[src/rtl/rand_pkg.sv]
// Shared types and helpers for the random-number arbiter and its picker.
package rand_pkg;

   typedef enum logic [1:0] {
      IDLE  = 2'd0,
      STEP  = 2'd1,
      GRANT = 2'd2,
      ACK   = 2'd3
   } rand_state_t;

   localparam int unsigned RAND_W_DEF = 8;
   localparam int unsigned STEPS_MAX  = 15;
   localparam int unsigned REQ_MAX    = 8;

   // One-hot vector with bit idx set; callers cast down to their requester count.
   function automatic logic [REQ_MAX-1:0] onehot(input int unsigned idx);
      return {{(REQ_MAX-1){1'b0}}, 1'b1} << idx;
   endfunction

endpackage

[src/rtl/rand_arbiter_rr_pick.sv]
// Combinational round-robin picker: first set req bit after ptr, wrapping at NUM_REQ.
module rr_pick #(
   parameter  int unsigned NUM_REQ = 4,
   localparam int unsigned IW      = $clog2(NUM_REQ)
) (
   input  logic [NUM_REQ-1:0] req,
   input  logic [IW-1:0]      ptr,
   output logic [IW-1:0]      winner,
   output logic               valid
);

   // Search ptr+1, ptr+2, ... and keep the first hit.
   always_comb begin
      int unsigned idx;
      idx    = '0;
      winner = '0;
      valid  = 1'b0;
      for (int unsigned i = 1; i <= NUM_REQ; i++) begin
         idx = (32'(ptr) + i) % NUM_REQ;
         if (!valid && req[IW'(idx)]) begin
            valid  = 1'b1;
            winner = IW'(idx);
         end
      end
   end

endmodule

[src/rtl/rand_arbiter.sv]
// Round-robin arbiter sharing one LFSR among NUM_REQ requesters. Each grant
// advances the LFSR STEPS times, then returns its value with a one-cycle ack.
// Optional macro RAND_ARBITER_FREE_RUN_EN: LFSR also advances every IDLE cycle.
module rand_arbiter
   import rand_pkg::*;
#(
   parameter  int unsigned NUM_REQ = 4,
   parameter  int unsigned RAND_W  = RAND_W_DEF,
   parameter  int unsigned STEPS   = 2,
   localparam int unsigned IW      = $clog2(NUM_REQ)
) (
   input  logic               Clk,
   input  logic               Reset,
   input  logic [NUM_REQ-1:0] req,
   input  logic [RAND_W-1:0]  lfsr_random,
   output logic               lfsr_en,
   output logic [NUM_REQ-1:0] ack,
   output logic [IW-1:0]      grant_id,
   output logic [RAND_W-1:0]  rand_out,
   output logic               busy
);

   localparam int unsigned CW = $clog2(STEPS_MAX + 1);

   rand_state_t        state_q, state_d;
   logic [CW-1:0]      cnt_q, cnt_d;
   logic [IW-1:0]      ptr_q, ptr_d;
   logic [IW-1:0]      grant_id_q, grant_id_d;
   logic [RAND_W-1:0]  rand_out_q, rand_out_d;
   logic [NUM_REQ-1:0] ack_q, ack_d;

   logic [IW-1:0]      pick_idx;
   logic               pick_valid;

   rr_pick #(.NUM_REQ(NUM_REQ)) u_pick (
      .req    (req),
      .ptr    (ptr_q),
      .winner (pick_idx),
      .valid  (pick_valid)
   );

   // State and datapath registers; reset leaves requester 0 with top priority.
   always_ff @(posedge Clk) begin
      if (Reset) begin
         state_q    <= IDLE;
         cnt_q      <= '0;
         ptr_q      <= IW'(NUM_REQ - 1);
         grant_id_q <= '0;
         rand_out_q <= '0;
         ack_q      <= '0;
      end else begin
         state_q    <= state_d;
         cnt_q      <= cnt_d;
         ptr_q      <= ptr_d;
         grant_id_q <= grant_id_d;
         rand_out_q <= rand_out_d;
         ack_q      <= ack_d;
      end
   end

   // Next-state and datapath updates: latch winner, count steps, capture value.
   always_comb begin
      state_d    = state_q;
      cnt_d      = cnt_q;
      ptr_d      = ptr_q;
      grant_id_d = grant_id_q;
      rand_out_d = rand_out_q;
      ack_d      = '0;
      unique case (state_q)
         IDLE: begin
            if (pick_valid) begin
               grant_id_d = pick_idx;
               cnt_d      = CW'(STEPS - 1);
               state_d    = STEP;
            end
         end
         STEP: begin
            if (cnt_q == '0) state_d = GRANT;
            else             cnt_d   = cnt_q - CW'(1);
         end
         GRANT: begin
            rand_out_d = lfsr_random;
            ack_d      = NUM_REQ'(onehot(32'(grant_id_q)));
            ptr_d      = grant_id_q;
            state_d    = ACK;
         end
         ACK:     state_d = IDLE;
         default: state_d = IDLE;
      endcase
   end

   // Moore outputs decoded from the current state.
   always_comb begin
      lfsr_en = 1'b0;
      busy    = 1'b1;
      unique case (state_q)
         IDLE: begin
            busy = 1'b0;
`ifdef RAND_ARBITER_FREE_RUN_EN
            lfsr_en = 1'b1;
`else
            lfsr_en = 1'b0;
`endif
         end
         STEP:    lfsr_en = 1'b1;
         default: lfsr_en = 1'b0;
      endcase
   end

   assign ack      = ack_q;
   assign grant_id = grant_id_q;
   assign rand_out = rand_out_q;

endmodule
[config.mk]
export PLATFORM = sky130hd
export DESIGN_NAME = rand_arbiter
export DESIGN_NICKNAME = d
export VERILOG_FILES = /design/src/rtl/rand_pkg.sv /design/src/rtl/rand_arbiter_rr_pick.sv /design/src/rtl/rand_arbiter.sv
export SDC_FILE = /design/constraint.sdc
export NUM_CORES = 1
export LEC_CHECK = 0
export ABC_CLOCK_PERIOD_IN_PS = 3000
export CORE_MARGIN = 8
export CORE_UTILIZATION = 32
export DETAILED_ROUTE_END_ITERATION = 10
export GPL_TIMING_DRIVEN = 0
export PLACE_DENSITY_LB_ADDON = 0.2
export SYNTH_ARGS = -nofsm -noshare
export SYNTH_HDL_FRONTEND = slang
export SYNTH_SLANG_ARGS = --single-unit
[constraint.sdc]
create_clock -name Clk -period 3 [get_ports Clk]
set_clock_uncertainty 0.1 [all_clocks]
set_input_delay 0.6 -clock Clk [delete_from_list [all_inputs] [get_ports Clk]]
set_output_delay 0.6 -clock Clk [all_outputs]
set_load 0.1 [all_outputs]
After elaboration in Yosys (flattened, before gate mapping)
Cells that the tools add are included.

Flip-flop bits (word level): 22. Input port bits: 14. Output and inout bits: 16. Logic and storage cells: 60.

Add/subtract/negate cells: 5. Order comparisons: 4. Equal/unequal tests: 6. Shift operators: 1. Multiplexer cells: 24. Bitwise operators: 1. Reduce and logical (&&, ||, !) cells: 13.

Operators with widths (count): 2-bit by 3-bit < comparator with 1-bit output (second input constant) (4); 2-bit 2-to-1 mux (6); 1-bit 2-to-1 mux (10); 1-bit binary-select mux with 2-bit select (4); 4-bit 2-to-1 mux (2); 2-bit case mux with 4 select lines (1); 4-bit case mux with 2 select lines (1); 2-bit inequality test (second input constant) (3); 2-bit by 1-bit adder with 2-bit output (second input constant) (2); 2-bit adder (second input constant) (2); 2-bit == test (second input constant) (2); 4-bit zero test (1); 2-bit AND reduction (2); 1-bit by 2-bit left shift with 4-bit output (first input constant) (1); 4-bit by 1-bit subtractor with 4-bit output (second input constant) (1); 1-bit logical AND (3); 1-bit zero test (3); 3-bit AND reduction (1); 2-bit by 1-bit == test with 1-bit output (second input constant) (1); 2-bit zero test (1); 2-bit nonzero test (1); 2-bit OR reduction (1); 1-bit NOT (1).

Longest topological paths before layout
Gate-level depths: netlist of run 1.

Depth after elaboration: 15. Depth in mapped cells: 6. Gate-level depth less buffers: 6.

Cells and area by module
Synthesis of run 1 repeated with hierarchy kept, for this count alone.

Cell total of the unflattened synthesis: 114. Area, all modules: 1048.5 um^2.

Modules (own cells, without submodules): rand_arbiter (times used 1, cells each 100, area each 957.2 um^2, sequential area each 440.4 um^2); rr_pick (times used 1, cells each 14, area each 91.3 um^2, sequential area each 0.0 um^2).

Worst setup path after synthesis of run 1
No wires, ideal clock.

Kind: register to register. Start: register state_q[1]. End: register cnt_q[0]. Library setup time: 0.078 ns. Arrival: 2.094 ns. Required time: 2.822 ns. Path slack: 0.729 ns. Stages on the path, launching flop included: 7. Path buffers: 0. Period minus slack after synthesis: 2.271 ns. Cells stage by stage: dfxtp_1 inv_1 ha_1 nor4bb_1 a211oi_2 and3_1 nor3_1.

Word-level cells in the longest chain between the ends: 3. Elaborated cells between the ends (all ways): 7. Those cells by class: eq/ne: 3; mux: 1; reduce/logical: 3.

Ends and longest elaborated chain: start, declared (line rand_arbiter.sv:25) `rand_state_t state_q, state_d;`; start signal, assigned (line rand_arbiter.sv:52) `state_q <= state_d;`; 2-bit by 1-bit == test with 1-bit output / 2-bit zero test (equally long branches) (line rand_arbiter.sv:69) `unique case (state_q)`; 2-bit inequality test (no source line) / 2-bit nonzero test (equally long branches); 3-bit AND reduction (no source line); end signal, assigned (line rand_arbiter.sv:53) `cnt_q <= cnt_d;`; end, declared (line rand_arbiter.sv:26) `logic [CW-1:0] cnt_q, cnt_d;`.

Parallel ways exist; a longest one is shown, timed or not. A chain may end at the register's enable or synchronous reset.

Worst setup path in the final report of run 1
Start: register grant_id_q[1], in the netlist grant_id[1]. End: output port grant_id[1].

RTL lines: start, declared (line rand_arbiter.sv:28) `logic [IW-1:0] grant_id_q, grant_id_d;`; start signal, assigned (line rand_arbiter.sv:55) `grant_id_q <= grant_id_d;`; end, declared (line rand_arbiter.sv:18) `output logic [IW-1:0] grant_id,`.

No word-level cell between the ends.

==> reports/qor.yml, run 1 <==
finalHoldViolations: 0
stdcell_area_sq_mm: 0.00142
startpoint_type: "flip-flop"
areaGrowthSynthToFinish_pct: 39.6
clockBufferDepth: 2
clkPwrFrac: 0.149
cp.arrival_ps: 1930
clock_sinks: 22
num_rows: 20
cp_cell_sequence: "clkdlybuf4s50_1"
synth-seq-cells: 22
hpwl_mm: 1.72
vias: 865
combPwrFrac: 0.566
total_power_uw: 1500
overflow: 0
place.gp.congestion: 0.764
p_int_uw: 764
fin_crit_ps: 2630
nets: 164
grt_pass1_vias: 860
dieHeight_um: 72.4
synth_flop_cell: "dfxtp_1"
num_io_pins: 30
drt_wl_total_mm: 2.16
ys_warn_count: 0
final_common_cell: "clkdlybuf4s50_1"
start_util: 0.334
fmaxAchievable_mhz: 380
crit_required_ps: 2300
final_cell_mix: "clkdlybuf4s50_1, dfxtp_1, nor2_1, mux2i_1, inv_1"
die_w_um: 72.4
rsz0062_at_grt: "false"
post_cts_buffers: 0
wl_per_cell_um: 11.5
ys_async_sr_fraction: 0
detailed_place.area_sq_mm: 0.00136
worstMarginPinSlew_ps: 975
fill_cells: 321
relSlewSlack: 0.348
postRouteAntennaNets: 0
clk_pin_slew_ps: 130
cp_num_buf_inv: 1
core_sq_mm: 0.00305
switching_share: 0.490
grtUsageTotal: 0.0856
die_area_sq_mm: 0.00524
fin_crit_sh: 0.877
cap_violations: 0
antenna_found_initial: 0
vias_per_cell: 4.60
synthTopCellsByArea: "dfxtp_1, mux2i_1, nor2_1, ha_1, inv_1"
worst-setup-path-type: "reg -> out"
netlist_area_sq_mm: 0.00102
setup-tns-final_ps: 0
ir_drop_v: 0.000656
drv_slew: 0
grt_pass1_wl_mm: 3.66
synth_edf_count: 0
synth.avg_cell_area_sq_um: 9.18
cts_buffers: 3
hold-worst-slack_ps: 400
critPathCaptureType: "output port"
synth_top_area_frac: 0.432
max_stage_delay_ps: 1170
p_per_area_mw_per_mm2: 1050
yosysTopAreaCell: "dfxtp_1"
critPathSlowestCell: "clkdlybuf4s50_1"
status: "finished, final reports clean"
cts_tree: "yes"
p_leak_uw: 0.000587
clock-root-buffer: "clkbuf_4"
seqPwrFrac: 0.285
drtPass1Iterations: 4
drt-initial-drc-count: 24
hp-class: "reg -> reg"
cts_resized: 0
layout-drive-gt1-share: 0.0625
syn-num-nets: 130
htreeDepth: 1
critPathTopFamily: "buffers and inverters"
synth_cell_type_count: 30
grt_max_degree: 14
drc: 0
yosysSeqAreaShare: 0.432
synthCells: 111
finalSetupViolCount: 0
io_buffers: 29
cts_hold_buf: 0
p_sw_uw: 736
crit_fanout: 6
clock_latency_ps: 300
diodes: 0
## path summary, 6_finish.rpt
kind / from / end / slack (ps) / cells past startpoint
worst max-delay path: grant_id[1] / grant_id[1] / 370 / 1
worst min-delay path: cnt_q[3] / cnt_q[3] / 400 / 2
worst max register to register: state_q[1] / cnt_q[1] / 1220 / 6
worst min register to register: cnt_q[3] / cnt_q[3] / 400 / 2
## through the flow
step	util	setup slack, ps	instances
2_1_floorplan	-	729	111
3_5_place_dp	0.447	391	184
5_1_grt	0.466	309	188
4_1_cts	0.464	41.3	188
3_3_place_gp	0.447	421	184
6_report	0.466	369	188
## power by group through the flow
stage               logic [uW]  clock network [uW]  registers [uW]
finish                     849                 224             427
global route               911                 243             440
CTS                        858                 230             428
detailed placement         855                   0             436
global placement           844                   0             431
floorplan                  424                   0             678
## flip-flops by register name, summed over array words and instances (netlist names)
register	count
rand_out	8
grant_id	2
state_q	2
cnt_q	4
ptr_q	2
ack	4
## synthesized netlist by cell type, types with 2 or more instances
master    number
a311oi_1       2
clkbuf_1       2
dfxtp_1       22
ha_1           5
inv_1          9
mux2i_1       13
nand2_1        7
nand2b_1       5
nor2_1        19
nor3_1         5
o21ai_0        2
o221ai_1       2
## cell type report
type,instances,area [sq um],area share
sequential,22,440,0.310
clock buffer,3,22.5,0.0158
timing repair buffer,29,295,0.208
tap,44,55.1,0.0387
multi-input combinational,77,532,0.374
buffer,3,12.5,0.00880
clock inverter,1,30.0,0.0211
inverter,9,33.8,0.0238
## cells by family after synthesis
kind of cell / count (synthesis) / share of synthesized area
and+or+nand+nor: 44 / 0.215
DFF: 22 / 0.432
AOI/OAI and AO/OA: 15 / 0.118
muxes: 13 / 0.128
buffers and inverters: 12 / 0.0455
adders and majority gates: 5 / 0.0614
## routing by layer
| metal | vias to the layer above | track usage | share of wire |
|---|---|---|---|
| met5 | - | 0 | 0 |
| met4 | 0 | 0.0200 | 0.0042 |
| met3 | 3 | 0.0372 | 0.066 |
| met2 | 17 | 0.156 | 0.50 |
| met1 | 395 | 0.0871 | 0.43 |
| li1 | 450 | - | - |
(Power assumes the default switching activity.)
==> inputs of run 2 (changes only) <==
--- a/config.mk
+++ b/config.mk
@@ -5,7 +5,7 @@
 export SDC_FILE = /design/constraint.sdc
 export NUM_CORES = 1
 export LEC_CHECK = 0
-export ABC_CLOCK_PERIOD_IN_PS = 3000
+export ABC_CLOCK_PERIOD_IN_PS = 2800
 export CORE_MARGIN = 8
 export CORE_UTILIZATION = 32
 export DETAILED_ROUTE_END_ITERATION = 10
==> constraint.sdc (replaced) <==
create_clock -name Clk -period 2.8 [get_ports Clk]
set_clock_uncertainty 0.1 [all_clocks]
set_input_delay 0.56 -clock Clk [delete_from_list [all_inputs] [get_ports Clk]]
set_output_delay 0.56 -clock Clk [all_outputs]
set_load 0.1 [all_outputs]
==> run 2 against run 1 <==
  * Critical path depth grew 3
  * Routed wire length is essentially flat
  * First-iteration DRC count shrank 4.2%
  * Non-clock buffer count is the same
  * Clock power grew 7%
  * Sequential share of layout area grew 0.16 points
  * Worst setup slack lost 160 ps
  * Flip-flop and latch count is the same
  * Cell count is the same
  * Global-route usage is the same
  * Sequential power grew 7.3%
  * Combinational power grew 6.1%
==> reports/qor.yml, run 2 (synthesized netlist as in run 1, its figures left out) <==
status: "finished, final reports clean"
drv_slew: 0
pre_cts_ws_ps: 231
clock_sinks: 22
vias_per_cell: 4.60
finalWorstSetupSlack_ps: 204
worstMarginPinSlew_ps: 975
drt_wl_total_mm: 2.16
grtUsageTotal: 0.0856
p_per_area_mw_per_mm2: 1130
critPathSlowestCell: "dlygate4sd2_1"
whs_path_depth: 2
num_rows: 20
clk_pin_slew_ps: 110
reg2reg_depth: 6
post_cts_buffers: 0
clockBufferDepth: 2
rsz0062_at_grt: "false"
finalHoldViolations: 0
die_w_um: 72.4
wl_per_cell_um: 11.5
crit_start: "state_q[0]"
fill_cells: 324
relSlewSlack: 0.348
cts_tree: "yes"
switching_share: 0.494
reg2reg_slack_ps: 1010
max_stage_delay_ps: 850
clock_latency_ps: 300
drc: 0
p_int_uw: 809
vias: 864
clock-root-buffer: "clkbuf_4"
setup-tns-final_ps: 0
r2r-end: "cnt_q[0]"
crit_path_frequent_cell: "inv_1"
dieHeight_um: 72.4
grt_pass1_wl_mm: 3.66
worst-setup-path-type: "reg -> out"
utilization: 0.463
diodes: 0
fin_crit_sh: 0.927
clkPwrFrac: 0.150
start_util: 0.334
fin_crit_ps: 2600
final_cell_mix: "clkdlybuf4s50_1, dfxtp_1, nor2_1, mux2i_1, inv_1"
ir_drop_v: 0.000482
htreeDepth: 1
fmaxAchievable_mhz: 385
grt_max_degree: 14
combPwrFrac: 0.563
areaGrowthSynthToFinish_pct: 38.8
reg2reg_from: "state_q[1]"
startpoint_type: "flip-flop"
final_common_cell: "clkdlybuf4s50_1"
core_sq_mm: 0.00305
cp_cell_sequence: "inv_1 -> ha_1 -> inv_1 -> dlygate4sd2_1"
crit_fanout: 6
overflow: 0
seqPwrFrac: 0.286
drtPass1Iterations: 4
hpwl_mm: 1.72
largest_reg_flops: 8
multiInputGateArea_sq_um: 532
antenna_found_initial: 0
cts_buffers: 3
critPathCaptureType: "output port"
finalSetupViolCount: 0
place.gp.congestion: 0.764
crit_end: "busy"
cts_hold_buf: 0
drt-initial-drc-count: 23
io_buffers: 29
crit_required_ps: 2140
cp.arrival_ps: 1940
hp-class: "reg -> reg"
regArea_sq_um: 440
num_io_pins: 30
cap_violations: 0
p_sw_uw: 790
p_leak_uw: 0.000567
nets: 164
die_area_sq_mm: 0.00524
postRouteAntennaNets: 0
layout-drive-gt1-share: 0.0625
grt_pass1_vias: 860
run 2: worst min-delay path by stage:
stage                startpoint          end  slack (ps)
detailed placement  rand_out[6]  rand_out[6]         380
finish                 cnt_q[3]     cnt_q[3]         400
global placement    rand_out[6]  rand_out[6]         370
global route        rand_out[6]  rand_out[6]         440
floorplan              cnt_q[3]     cnt_q[3]         350
CTS                    cnt_q[3]     cnt_q[3]         410
run 2: area by class of cell:
cell class	instances	share of cell area
tap	44	0.0389
multi-input combinational	77	0.376
timing repair buffer	29	0.204
buffer	3	0.00885
clock inverter	1	0.0212
clock buffer	3	0.0159
sequential	22	0.312
inverter	9	0.0239
run 2: metal layers:
metal,vias to the layer above,GRT usage,part of all wire
li1,450,-,-
met1,394,0.0871,0.44
met2,17,0.156,0.50
met3,3,0.0372,0.062
met4,0,0.0200,0.0042
met5,-,0,0
run 2: repair_timing:
| action | CTS | global route |
|---|---|---|
| endpoints found under the hold margin | 0 | 0 |
| endpoints found under the setup margin | 2 | 0 |
| gates resized for setup | 2 | 0 |
run 2: power groups by stage:
| stage | Combinational (uW) | Clock, uW | Sequential (uW) |
|---|---|---|---|
| after global routing | 966 | 260 | 471 |
| after global placement | 904 | 0 | 462 |
| after CTS | 908 | 246 | 459 |
| final | 901 | 240 | 458 |
| after floorplan | 455 | 0 | 727 |
| after detailed placement | 917 | 0 | 467 |
run 2: stage by stage:
step                std cells  area, sq um  total power [uW]  hold WS [ps]
finish                    188         1410              1600           400
global route              188         1410              1700           436
CTS                       188         1410              1610           406
detailed placement        184         1360              1380           379
global placement          184         1360              1370           371
floorplan                 111         1020              1180           355
run 2: critical path, delay by kind of cell, from the launching register on:
family | cells | cell delay, ps
buf+inv | 3 | 990
flops | 1 | 370
fa+ha+maj | 1 | 270
